--- src/rtl/seq_chunk_adder.sv ---
// Multi-cycle adder/subtractor: WIDTH-bit operands summed CHUNK bits per cycle, carry kept in a register.
// Latency: N = WIDTH/CHUNK cycles from the accepting edge to done; one operation every N+1 cycles.
// Backpressure: start is only sampled while idle; requests made while busy are dropped, never queued.
module seq_chunk_adder #(
    parameter int WIDTH = 64,
    parameter int CHUNK = 16
) (
    input  logic             clk,
    input  logic             rst,
    input  logic             start,
    input  logic             sub,
    input  logic [WIDTH-1:0] A,
    input  logic [WIDTH-1:0] B,
    input  logic             Cin,
    output logic             busy,
    output logic             done,
    output logic [WIDTH-1:0] S,
    output logic             Cout,
    output logic             overflow
);

    localparam int N  = WIDTH / CHUNK;
    localparam int KW = (N > 1) ? $clog2(N) : 1;
    localparam logic [KW-1:0] K_LAST = KW'(N - 1);

    typedef enum logic {IDLE, RUN} state_t;

    state_t           state;
    state_t           state_nxt;
    logic [WIDTH-1:0] a_reg;
    logic [WIDTH-1:0] b_reg;
    logic [WIDTH-1:0] acc;
    logic [WIDTH-1:0] acc_nxt;
    logic             carry_reg;
    logic [KW-1:0]    k;
    logic             a_msb;
    logic             b_msb;
    logic [CHUNK:0]   csum;
    logic             accept;
    logic             last;

    // Operands shift right each cycle so the active chunk always sits in the low bits;
    // finished chunks enter the accumulator from the top.
    always_comb begin
        csum    = {1'b0, a_reg[CHUNK-1:0]} + {1'b0, b_reg[CHUNK-1:0]} + {{CHUNK{1'b0}}, carry_reg};
        acc_nxt = (acc >> CHUNK) | (WIDTH'(csum[CHUNK-1:0]) << (WIDTH - CHUNK));
    end

    always_ff @(posedge clk) begin
        if (rst) begin
            state <= IDLE;
        end else begin
            state <= state_nxt;
        end
    end

    always_comb begin
        state_nxt = state;
        case (state)
            IDLE:    if (start) state_nxt = RUN;
            RUN:     if (k == K_LAST) state_nxt = IDLE;
            default: state_nxt = IDLE;
        endcase
    end

    always_comb begin
        busy   = (state == RUN);
        accept = (state == IDLE) && start;
        last   = (state == RUN) && (k == K_LAST);
    end

    always_ff @(posedge clk) begin
        if (rst) begin
            a_reg     <= '0;
            b_reg     <= '0;
            acc       <= '0;
            carry_reg <= 1'b0;
            k         <= '0;
            a_msb     <= 1'b0;
            b_msb     <= 1'b0;
            done      <= 1'b0;
            S         <= '0;
            Cout      <= 1'b0;
            overflow  <= 1'b0;
        end else begin
            done <= 1'b0;
            if (accept) begin
                a_reg     <= A;
                b_reg     <= sub ? ~B : B;
                carry_reg <= Cin ^ sub;
                k         <= '0;
                acc       <= '0;
                a_msb     <= A[WIDTH-1];
                b_msb     <= sub ? ~B[WIDTH-1] : B[WIDTH-1];
            end else if (busy) begin
                a_reg     <= a_reg >> CHUNK;
                b_reg     <= b_reg >> CHUNK;
                carry_reg <= csum[CHUNK];
                acc       <= acc_nxt;
                if (last) begin
                    k        <= '0;
                    S        <= acc_nxt;
                    Cout     <= csum[CHUNK];
                    overflow <= (a_msb == b_msb) && (acc_nxt[WIDTH-1] != a_msb);
                    done     <= 1'b1;
                end else begin
                    k <= k + 1'b1;
                end
            end
        end
    end

endmodule

--- config.mk ---
export PLATFORM = sky130hd
export DESIGN_NAME = seq_chunk_adder
export DESIGN_NICKNAME = d
export VERILOG_FILES = /design/src/rtl/seq_chunk_adder.sv
export SDC_FILE = /design/constraint.sdc
export NUM_CORES = 1
export LEC_CHECK = 0
export CORE_MARGIN = 1.5
export CORE_UTILIZATION = 40
export CTS_BUF_LIST = sky130_fd_sc_hd__clkbuf_4 sky130_fd_sc_hd__clkbuf_8
export DETAILED_ROUTE_END_ITERATION = 6
export GPL_TIMING_DRIVEN = 0
export PLACE_DENSITY = 0.77
export SKIP_LAST_GASP = 1
export SYNTH_ARGS = -nofsm -noshare
export SYNTH_HDL_FRONTEND = slang
export SYNTH_SLANG_ARGS = --single-unit
--- constraint.sdc ---
create_clock -name clk -period 2.4 [get_ports clk]
set_clock_uncertainty 0.2 [all_clocks]
set_input_delay 0.48 -clock clk [delete_from_list [all_inputs] [get_ports clk]]
set_output_delay 0.48 -clock clk [all_outputs]
set_load 0.005 [all_outputs]
# == Word level (Yosys, flattened, before mapping) ==
# Cells that the tools add are included.
# classes
reduce_logical,7
n_eq_ne,3
muxes,13
add_sub_neg,3
bitwise,6
# ops
op,count
$mux W64,5
$not A64 Y64,1
$or A48 B64 Y64,1
$add A16 B16 Y17,1
$add A17 B1 Y17,1
$mux W1,6
$logic_and A1 B1 Y1,3
$not A1 Y1,3
$reduce_and A3 Y1,1
$reduce_or A3 Y1,1
$add A2 B1 Y2 const B,1
$eq A2 B2 Y1 const B,1
$mux W2,1
$pmux W1 S2,1
$reduce_bool A2 Y1,1
$reduce_or A2 Y1,1
$eq A1 B1 Y1,1
$ne A1 B1 Y1,1
$xor A1 B1 Y1,1
# totals
elab_cells,44
out_inout_bits,68
in_bits,133
reg_bits,265

# == Depth between registers and ports, before layout ==
# Gate-level depths: netlist (run 1).
# depth
depth_word,5
ltp_mapped,8
ltp_nobuf,8

# == Least setup slack after synthesis (run 1) ==
# Ideal clock, no wire load.
# synth_timing
path_kind,register -> register
startpoint,register a_reg[0]
endpoint,register S[60]
t_required_ns,2.083
stages_incl_launch_ff,8
arrival_time_ns,2.245
setup_slack_ns,-0.163
setup_time_ns,0.117
synth_period_minus_slack_ns,2.563
n_path_buf,0
cell_sequence,dfxtp_1 -> fa_1 -> fa_1 -> a21oi_2 -> o211a_1 -> nor4_1 -> or3_1 -> a32o_1
# synth_between
elab_chain_len,3
# synth_lines
item,line_no,rtl
from (decl),30,logic [WIDTH-1:0] a_reg;
from (signal assigned),96,a_reg <= a_reg >> CHUNK;
$add A16 B16 Y17,45,"csum = {1'b0, a_reg[CHUNK-1:0]} + {1'b0, b_reg[CHUNK-1:0]} + {{CHUNK{1'b0}}, carry_reg};"
$add A17 B1 Y17,45,
$or A48 B64 Y64,46,acc_nxt = (acc >> CHUNK) | (WIDTH'(csum[CHUNK-1:0]) << (WIDTH - CHUNK));
to (signal assigned),102,S <= acc_nxt;
to (decl),17,"output logic [WIDTH-1:0] S,"
# No other way between the ends.
# A chain may end at the register's enable or synchronous reset.

# == Final worst setup path (run 1) ==
# layout_timing
startpoint,register a_reg[0]
endpoint,register acc[62]
# layout_between
elab_chain_len,3
# layout_lines
item,line_no,rtl
$add A16 B16 Y17,45,
$add A17 B1 Y17,45,
$or A48 B64 Y64,46,
to (signal assigned),99,acc <= acc_nxt;
to (decl),32,logic [WIDTH-1:0] acc;
# No other way between the ends.

==> qor.txt, run 1 <==
Fin. Hold Viols: 0
DIE HEIGHT: 166 um
Peak Freq: 391 MHz
Power density over the cells: 695 mW/mm2
Setup TNS: -993 ps
Placer Congestion: 0.885
Multiplexer area fraction after synthesis: 8.79%
Compound-gate portion of the synthesized area: 19.2%
Failing checks: negative setup slack
Post-route worst setup slack: -156 ps
Hold Crit Class: reg2reg
Number of global-route vias before repair: 9122
TritonCTS clock tree: built
Final period util: 107%
Unrepaired setup endpoints after global routing: yes
Worst slew margin: 47.8%
Async SR Flop Fraction: 0%
CP Launch Type: flop
Worst-Skew Late Latency: 560 ps
GRT Util Overall: 21.5%
Synth Area in XOR/XNOR: 6.29%
Longest Clk Path Bufs: 3
HPWL Detailed: 23.0 mm
Hold Buf Count CTS: 0
Crit. End Element: flop
Antenna violations before repair: 0
Synthesized net count: 1305
Status: finished, violations left
Seq/Total Area, Yosys: 47.1%
Avg Inst Size Synth: 9.17 um2
Commonest non-fill, non-tap cell in the layout: nor2_1
H-tree levels: 2
Number of buffers created by CTS: 41
Routed WL per cell: 17.2 um
Initial Util: 40.7%
DR pass1 iterations: 7
Critical Path RT: 2610 ps
Ant diodes: 0
Total Wirelength: 30.2 mm
Vias/cell: 5.35
Max_cap viols: 0
First-pass GRT wire length: 48.0 mm
Pins Over Slew Limit: 0
Combinational family with the most area after synthesis: compound AO/OA/AOI/OAI gates
Most frequent cells in the layout: 258 x nor2_1, 247 x dfxtp_1, 198 x clkdlybuf4s50_1, 108 x a21oi_1, 93 x mux2i_1
Grt total ovfl: 0
Leak Pwr: 5.42 nW
Top FF cell, synth: dfxtp_1
# clock sinks: 249
Post-synthesis simple-gate area fraction: 12.3%
Final Cell Area: 0.0140 mm2
DIE WIDTH: 166 um
Count of cell types in the netlist: 56
Critical path peak fanout: 4
Pre-CTS WS: -725 ps
Flops & latches, synth: 249
Overall Power: 0.00974 W
Final setup fails: 13
Synth Instances: 1154
Cell Area, Synth: 0.0106 mm2
Root Buffer: clkbuf_8
Crit path kind: reg2reg
Non-filler cells, final: 1756
CTS clk-pin slew, worst paths: 60 ps
Via count of the routed design: 9387
DRC: 0
Synth Area in Adders: 2.27%
Nets: 1547
Filler Cells Inserted: 2340
Die Area: 0.0275 mm2
Syn. warnings: 0
Worst EP arrival: 2760 ps
Largest net degree at the start of global routing: 12
VDD IR max: 0.355 mV
IO Count: 201
Row Count: 59
Area delta synth->final: 32.4%
IO Port Bufs: 198
Layout cells sized above 1: 8.94%
Minimum clock period: 2560 ps
Antenna Violating Nets Remaining: 0
EDFF count, synth: 0
Initial DRC count: 661
Core Area: 0.0260 mm2
Worst slew pin tran: 783 ps
Post-detailed-placement cell area: 0.0130 mm2
Placed cell count: 1687
-- power breakdown --
group	internal [W]	switching (W)	total, W	leakage [nW]
sequential	0.00431	0.000131	0.00444	2.03
combinational	0.000621	0.000712	0.00133	2.94
clock	0.00230	0.00167	0.00397	0.456
-- path summary, 6_finish.rpt --
check | startpoint | end | slack (ps) | cells past startpoint
max reg2reg | a_reg[0]$_SDFFE_PP0P_ | acc[62]$_SDFFE_PP0P_ | -160 | 8
min | S[61]$_SDFFE_PP0P_ | S[61]$_SDFFE_PP0P_ | 250 | 2
min reg2reg | S[61]$_SDFFE_PP0P_ | S[61]$_SDFFE_PP0P_ | 250 | 2
max | a_reg[0]$_SDFFE_PP0P_ | acc[62]$_SDFFE_PP0P_ | -160 | 8
-- critical path: stages, from the launching register on --
cell and delay [ps]:
dfxtp_4 370, fa_2 250, fa_2 220, a21oi_2 70, o211a_4 260, or4_4 510, a32oi_2 240, xnor2_2 180
o22ai_1 110
-- Yosys cell counts (5+ instances only) --
cell	count	area [um2]
nor2_1	260	976
dfxtp_1	249	4980
a21oi_1	111	556
mux2i_1	93	931
a22o_1	73	639
xnor2_1	72	631
a211oi_1	69	518
clkbuf_1	69	259
nand2_1	21	78.8
ha_1	16	200
buf_1	12	45.0
o21ai_0	10	50.1
nand3_1	9	45.0
buf_2	8	40.0
o21ai_1	7	35.0
inv_1	5	18.8
nand3b_1	5	37.5
-- cell families after synthesis --
kind of cell / Yosys count
muxes: 93
and+or+nand+nor: 319
xor gates and xnor gates: 76
buffers and inverters: 101
adders and majority gates: 18
DFF: 249
AOI/OAI and AO/OA: 298
-- layer usage --
metal	wire (um)	share of wire (%)	up-vias	track usage (%)
met5	0	0	-	0
met4	853	2.8	0	8.03
met3	2180	7.2	76	3.97
met2	14000	46	387	35.0
met1	13200	44	4392	28.4
li1	-	-	4532	-
-- through the flow --
stage	hold WS (ps)	utilization (%)
4_1_cts	253	53.7
3_5_place_dp	245	50.0
3_3_place_gp	238	50.0
6_report	253	53.9
5_1_grt	264	53.9
2_1_floorplan	242	-
-- timing repair --
action	in CTS	in global routing
pin swaps	8	5
resized for setup	17	29
setup buffers	3	1
gates cloned	0	0
endpoints found under the hold margin	0	0
endpoints found under the setup margin	133	156
-- final cells by class --
| class | count | area (um2) | share of cell area (%) |
|---|---|---|---|
| Timing Repair Buffer | 202 | 2010 | 14.4 |
| Multi-Input combinational cell | 804 | 5280 | 37.7 |
| Buffer | 92 | 404 | 2.88 |
| Clock inverter | 8 | 104 | 0.741 |
| Clock buffer | 60 | 782 | 5.58 |
| Tap cell | 335 | 419 | 2.99 |
| Inverter | 6 | 22.5 | 0.161 |
| Sequential cell | 249 | 4990 | 35.6 |
Power figures use the tool's default switching activity.
==> run 2, diff against run 1 <==
Settings changed: CORE_MARGIN 1.5 to 10.
==> qor.txt, run 2 (same netlist as run 1, synthesis figures left out) <==
Overall Power: 0.00986 W (+1.3%)
Hold Crit Class: reg2reg
H-tree levels: 2 (unchanged)
Crit. End Element: flop
Most frequent cells in the layout: 259 x nor2_1, 247 x dfxtp_1, 198 x clkdlybuf4s50_1, 108 x a21oi_1, 93 x mux2i_1
Non-filler cells, final: 1756 (unchanged)
Root Buffer: clkbuf_8
Row Count: 59 (unchanged)
Unrepaired setup endpoints after global routing: yes
Worst EP arrival: 2760 ps (about the same)
Initial Util: 40.6% (-0.12 points)
GRT Util Overall: 18.3% (-3.2 points)
Total Wirelength: 31.9 mm (+5.5%)
Final setup fails: 10 (-3)
Nets: 1544 (-0.19%)
Routed WL per cell: 18.2 um (+5.5%)
CTS clk-pin slew, worst paths: 60 ps (about the same)
Vias/cell: 5.33 (-0.33%)
Placer Congestion: 0.902 (+1.9%)
Area occupied by registers: 0.00499 mm2 (unchanged)
Worst slew pin tran: 741 ps (-42.3 ps)
Initial DRC count: 619 (-6.4%)
VDD IR max: 0.400 mV (+12%)
DR pass1 iterations: 5 (-2)
Core Area: 0.0261 mm2 (+0.28%)
Critical path peak fanout: 4 (unchanged)
Worst-Skew Late Latency: 550 ps (about the same)
Filler Cells Inserted: 2299 (-1.8%)
Commonest non-fill, non-tap cell in the layout: nor2_1
Max_cap viols: 0 (unchanged)
Layout cells sized above 1: 8.66% (-0.28 points)
HPWL Detailed: 24.6 mm (+7.3%)
Die Area: 0.0334 mm2 (+22%)
Longest Clk Path Bufs: 3 (unchanged)
Final core utilization: 53.7% (-0.21 points)
DRC: 0 (unchanged)
Worst slew margin: 50.6% (+2.8 points)
Grt total ovfl: 0 (unchanged)
Status: finished, violations left
Fin. Hold Viols: 0 (unchanged)
IO Count: 201 (unchanged)
Largest net degree at the start of global routing: 11 (-1)
IO Port Bufs: 198 (unchanged)
DIE HEIGHT: 183 um (+10%)
TritonCTS clock tree: built
First-pass GRT wire length: 49.9 mm (+4.0%)
Crit path kind: reg2reg
Via count of the routed design: 9356 (-0.33%)
Hold Buf Count CTS: 0 (unchanged)
Ant diodes: 0 (unchanged)
DIE WIDTH: 183 um (+10%)
Area delta synth->final: 32.3%
Placed cell count: 1687 (unchanged)
Antenna Violating Nets Remaining: 0 (unchanged)
Critical Path RT: 2620 ps (about the same)
Pins Over Slew Limit: 0 (unchanged)
Minimum clock period: 2550 ps (-9.87 ps)
Power density over the cells: 704 mW/mm2 (+1.4%)
Area of the multi-input gates: 0.00526 mm2 (-0.45%)
Number of global-route vias before repair: 9333 (+2.3%)
Failing checks: negative setup slack
Leak Pwr: 5.47 nW (+0.79%)
Post-route worst setup slack: -146 ps (+9.87 ps)
Number of buffers created by CTS: 41 (unchanged)
Final period util: 106% (-0.41 points)
# clock sinks: 249 (unchanged)
Peak Freq: 393 MHz (+0.39%)
CP Launch Type: flop
Antenna violations before repair: 0 (unchanged)
run 2: cell types whose count changed in the layout (fill, tap and decap cells not counted), moves of 2 or more:
cell	delta
clkbuf_4	+9
clkbuf_8	-3
clkinv_2	-2
clkinvlp_4	-2
clkbuf_1	-2
clkbuf_2	+3
buf_4	-3
run 2: cell type report:
class,count,area share (%)
buffer,92,2.90
clock buffer,66,5.77
clock inverter,5,0.760
inverter,6,0.161
multi-input combinational,804,37.6
sequential,249,35.6
tap,335,2.99
timing repair buffer,199,14.2
run 2: metrics by stage:
stage	hold WS, ps	area, um2	worst slack [ps]	TNS [ps]
floorplan	242	10600	11.7	0
global placement	239	13000	-700	-39320
detailed placement	241	13000	-753	-47540
CTS	250	14000	-99.9	-466
global route	285	14000	-205	-2030
finish	246	14000	-146	-785
run 2: worst paths after layout:
check                                       endpoint  slack (ps)                  start  cells after the start
worst max-delay path            acc[62]$_SDFFE_PP0P_        -150  a_reg[0]$_SDFFE_PP0P_                      8
worst min-delay path              S[61]$_SDFFE_PP0P_         250     S[61]$_SDFFE_PP0P_                      2
worst max register to register  acc[62]$_SDFFE_PP0P_        -150  a_reg[0]$_SDFFE_PP0P_                      8
worst min register to register    S[61]$_SDFFE_PP0P_         250     S[61]$_SDFFE_PP0P_                      2
run 2: repair_timing:
action                                  4_1_cts  5_1_grt
pin swaps                                     7        4
buffers inserted                              2        0
resized for setup                            16       27
endpoints found under the setup margin       71      203
gates cloned                                  0        0
run 2: report_power, final:
| part | switching, W | internal [W] |
|---|---|---|
| logic | 0.000712 | 0.000616 |
| registers | 0.000132 | 0.00431 |
| clock network | 0.00165 | 0.00245 |
run 2: metal layers:
layer	vias up	global-route usage [%]	part of all wire [%]
met5	-	0	0
met4	0	6.25	3.1
met3	75	4.87	8.6
met2	372	28.8	44
met1	4376	23.7	44
li1	4533	-	-
run 2: worst max-delay path, stage by stage (launching register included):
cell	delay [ps]
dfxtp_4	370
fa_2	240
fa_2	230
a21oi_2	60
o211a_1	260
or4_4	530
a32oi_2	230
xnor2_2	180
o22ai_1	110
==> run 3, diff against run 2 <==
Settings changed: CAP_MARGIN from default to 10, SKIP_LAST_GASP 1 to default.
==> qor.txt, run 3 (same netlist as run 1, synthesis figures left out) <==
Unrepaired setup endpoints after global routing: yes
Overall Power: 0.00986 W (about the same)
VDD IR max: 0.399 mV (about the same)
Post-route worst setup slack: -143 ps (+2.96 ps)
HPWL Detailed: 24.6 mm (unchanged)
CP Launch Type: flop
Worst slew pin tran: 741 ps (+0.0557 ps)
Status: finished, violations left
Row Count: 59 (unchanged)
Peak Freq: 393 MHz (+0.12%)
H-tree levels: 2 (unchanged)
R2R depth: 8 (unchanged)
CTS clk-pin slew, worst paths: 60 ps (about the same)
Initial DRC count: 622 (+0.48%)
Failing checks: negative setup slack
Max_cap viols: 0 (unchanged)
Longest Clk Path Bufs: 3 (unchanged)
Commonest non-fill, non-tap cell in the layout: nor2_1
Critical Path RT: 2620 ps (about the same)
DIE WIDTH: 183 um (unchanged)
Vias/cell: 5.34 (+0.22%)
Setup TNS: -819 ps (-33.8 ps)
Root Buffer: clkbuf_8
Antenna violations before repair: 0 (unchanged)
Number of global-route vias before repair: 9333 (unchanged)
Layout cells sized above 1: 8.66% (unchanged)
Total Wirelength: 31.9 mm (about the same)
Leak Pwr: 5.46 nW (about the same)
Grt total ovfl: 0 (unchanged)
DR pass1 iterations: 5 (unchanged)
Final period util: 106% (-0.12 points)
Worst-Skew Late Latency: 550 ps (about the same)
IO Count: 201 (unchanged)
Power density over the cells: 704 mW/mm2 (about the same)
Number of buffers created by CTS: 41 (unchanged)
Die Area: 0.0334 mm2 (unchanged)
Worst EP arrival: 2760 ps (about the same)
Ant diodes: 0 (unchanged)
Hold Crit Class: reg2reg
Worst slew margin: 50.6% (about the same)
Placer Congestion: 0.902 (unchanged)
TritonCTS clock tree: built
Pins Over Slew Limit: 0 (unchanged)
Most frequent cells in the layout: 259 x nor2_1, 247 x dfxtp_1, 198 x clkdlybuf4s50_1, 108 x a21oi_1, 93 x mux2i_1
Filler Cells Inserted: 2299 (unchanged)
Antenna Violating Nets Remaining: 0 (unchanged)
Final setup fails: 11 (+1)
Nets: 1544 (unchanged)
DRC: 0 (unchanged)
Fin. Hold Viols: 0 (unchanged)
GRT Util Overall: 18.3% (unchanged)
DIE HEIGHT: 183 um (unchanged)
# clock sinks: 249 (unchanged)
Crit. End Element: flop
Critical path peak fanout: 4 (unchanged)
Crit path kind: reg2reg
First-pass GRT wire length: 49.9 mm (unchanged)
Via count of the routed design: 9377 (+0.22%)
Core Area: 0.0261 mm2 (unchanged)
Minimum clock period: 2540 ps (-2.96 ps)
Area delta synth->final: 32.3% (unchanged)
Routed WL per cell: 18.2 um (about the same)
Largest net degree at the start of global routing: 11 (unchanged)
Hold Crit Depth: 2 (unchanged)
IO Port Bufs: 198 (unchanged)
Initial Util: 40.6% (unchanged)
## run 3: cell type report
class / instances / area [um2] / area share (%)
Timing Repair Buffer: 199 / 1990 / 14.2
Clock buffer: 66 / 808 / 5.77
Clock inverter: 5 / 106 / 0.760
Buffer: 92 / 407 / 2.90
Inverter: 6 / 22.5 / 0.161
Sequential cell: 249 / 4990 / 35.6
Tap cell: 335 / 419 / 2.99
Multi-Input combinational cell: 804 / 5260 / 37.6
## run 3: metrics by stage
step	hold WS, ps	util (%)	area (um2)	instances	setup WS, ps
after floorplan	242	-	10600	1154	11.7
after global placement	239	49.9	13000	1687	-700
after CTS	250	53.6	14000	1759	-99.9
final	246	53.7	14000	1756	-143
after global routing	285	53.7	14000	1756	-205
after detailed placement	241	49.9	13000	1687	-753
## run 3: what timing repair did
action                                  in CTS  in global routing
setup buffers                                2                  0
endpoints found under the setup margin      71                203
gates cloned                                 0                  0
gates resized for setup                     17                 26
hold buffers                                 0                  0
pin swaps                                    7                  2
## run 3: where the power goes
| part | internal (W) | leakage (nW) | switching (W) |
|---|---|---|---|
| clock network | 0.00245 | 0.480 | 0.00165 |
| logic | 0.000616 | 2.95 | 0.000713 |
| registers | 0.00431 | 2.03 | 0.000132 |
| total | 0.00737 | 5.46 | 0.00249 |
## run 3: metal layers
layer,global-route usage (%),vias to the layer above,share of wire (%)
li1,-,4531,-
met5,0,-,0
met3,4.87,73,9.0
met4,6.25,0,3.1
met2,28.8,390,44
met1,23.7,4383,44
## run 3: path summary, 6_finish.rpt
kind	from	to	slack (ps)
max	a_reg[0]$_SDFFE_PP0P_	acc[62]$_SDFFE_PP0P_	-140
min	S[61]$_SDFFE_PP0P_	S[61]$_SDFFE_PP0P_	250
max reg2reg	a_reg[0]$_SDFFE_PP0P_	acc[62]$_SDFFE_PP0P_	-140
min reg2reg	S[61]$_SDFFE_PP0P_	S[61]$_SDFFE_PP0P_	250
## run 3: worst max-delay path, cell delays in order, from the launching register on
cell	delay (ps)
dfxtp_4	370
fa_2	240
fa_2	230
a21oi_2	60
o211a_1	260
or4_4	530
a32oi_2	230
xnor2_2	180
o22ai_1	110
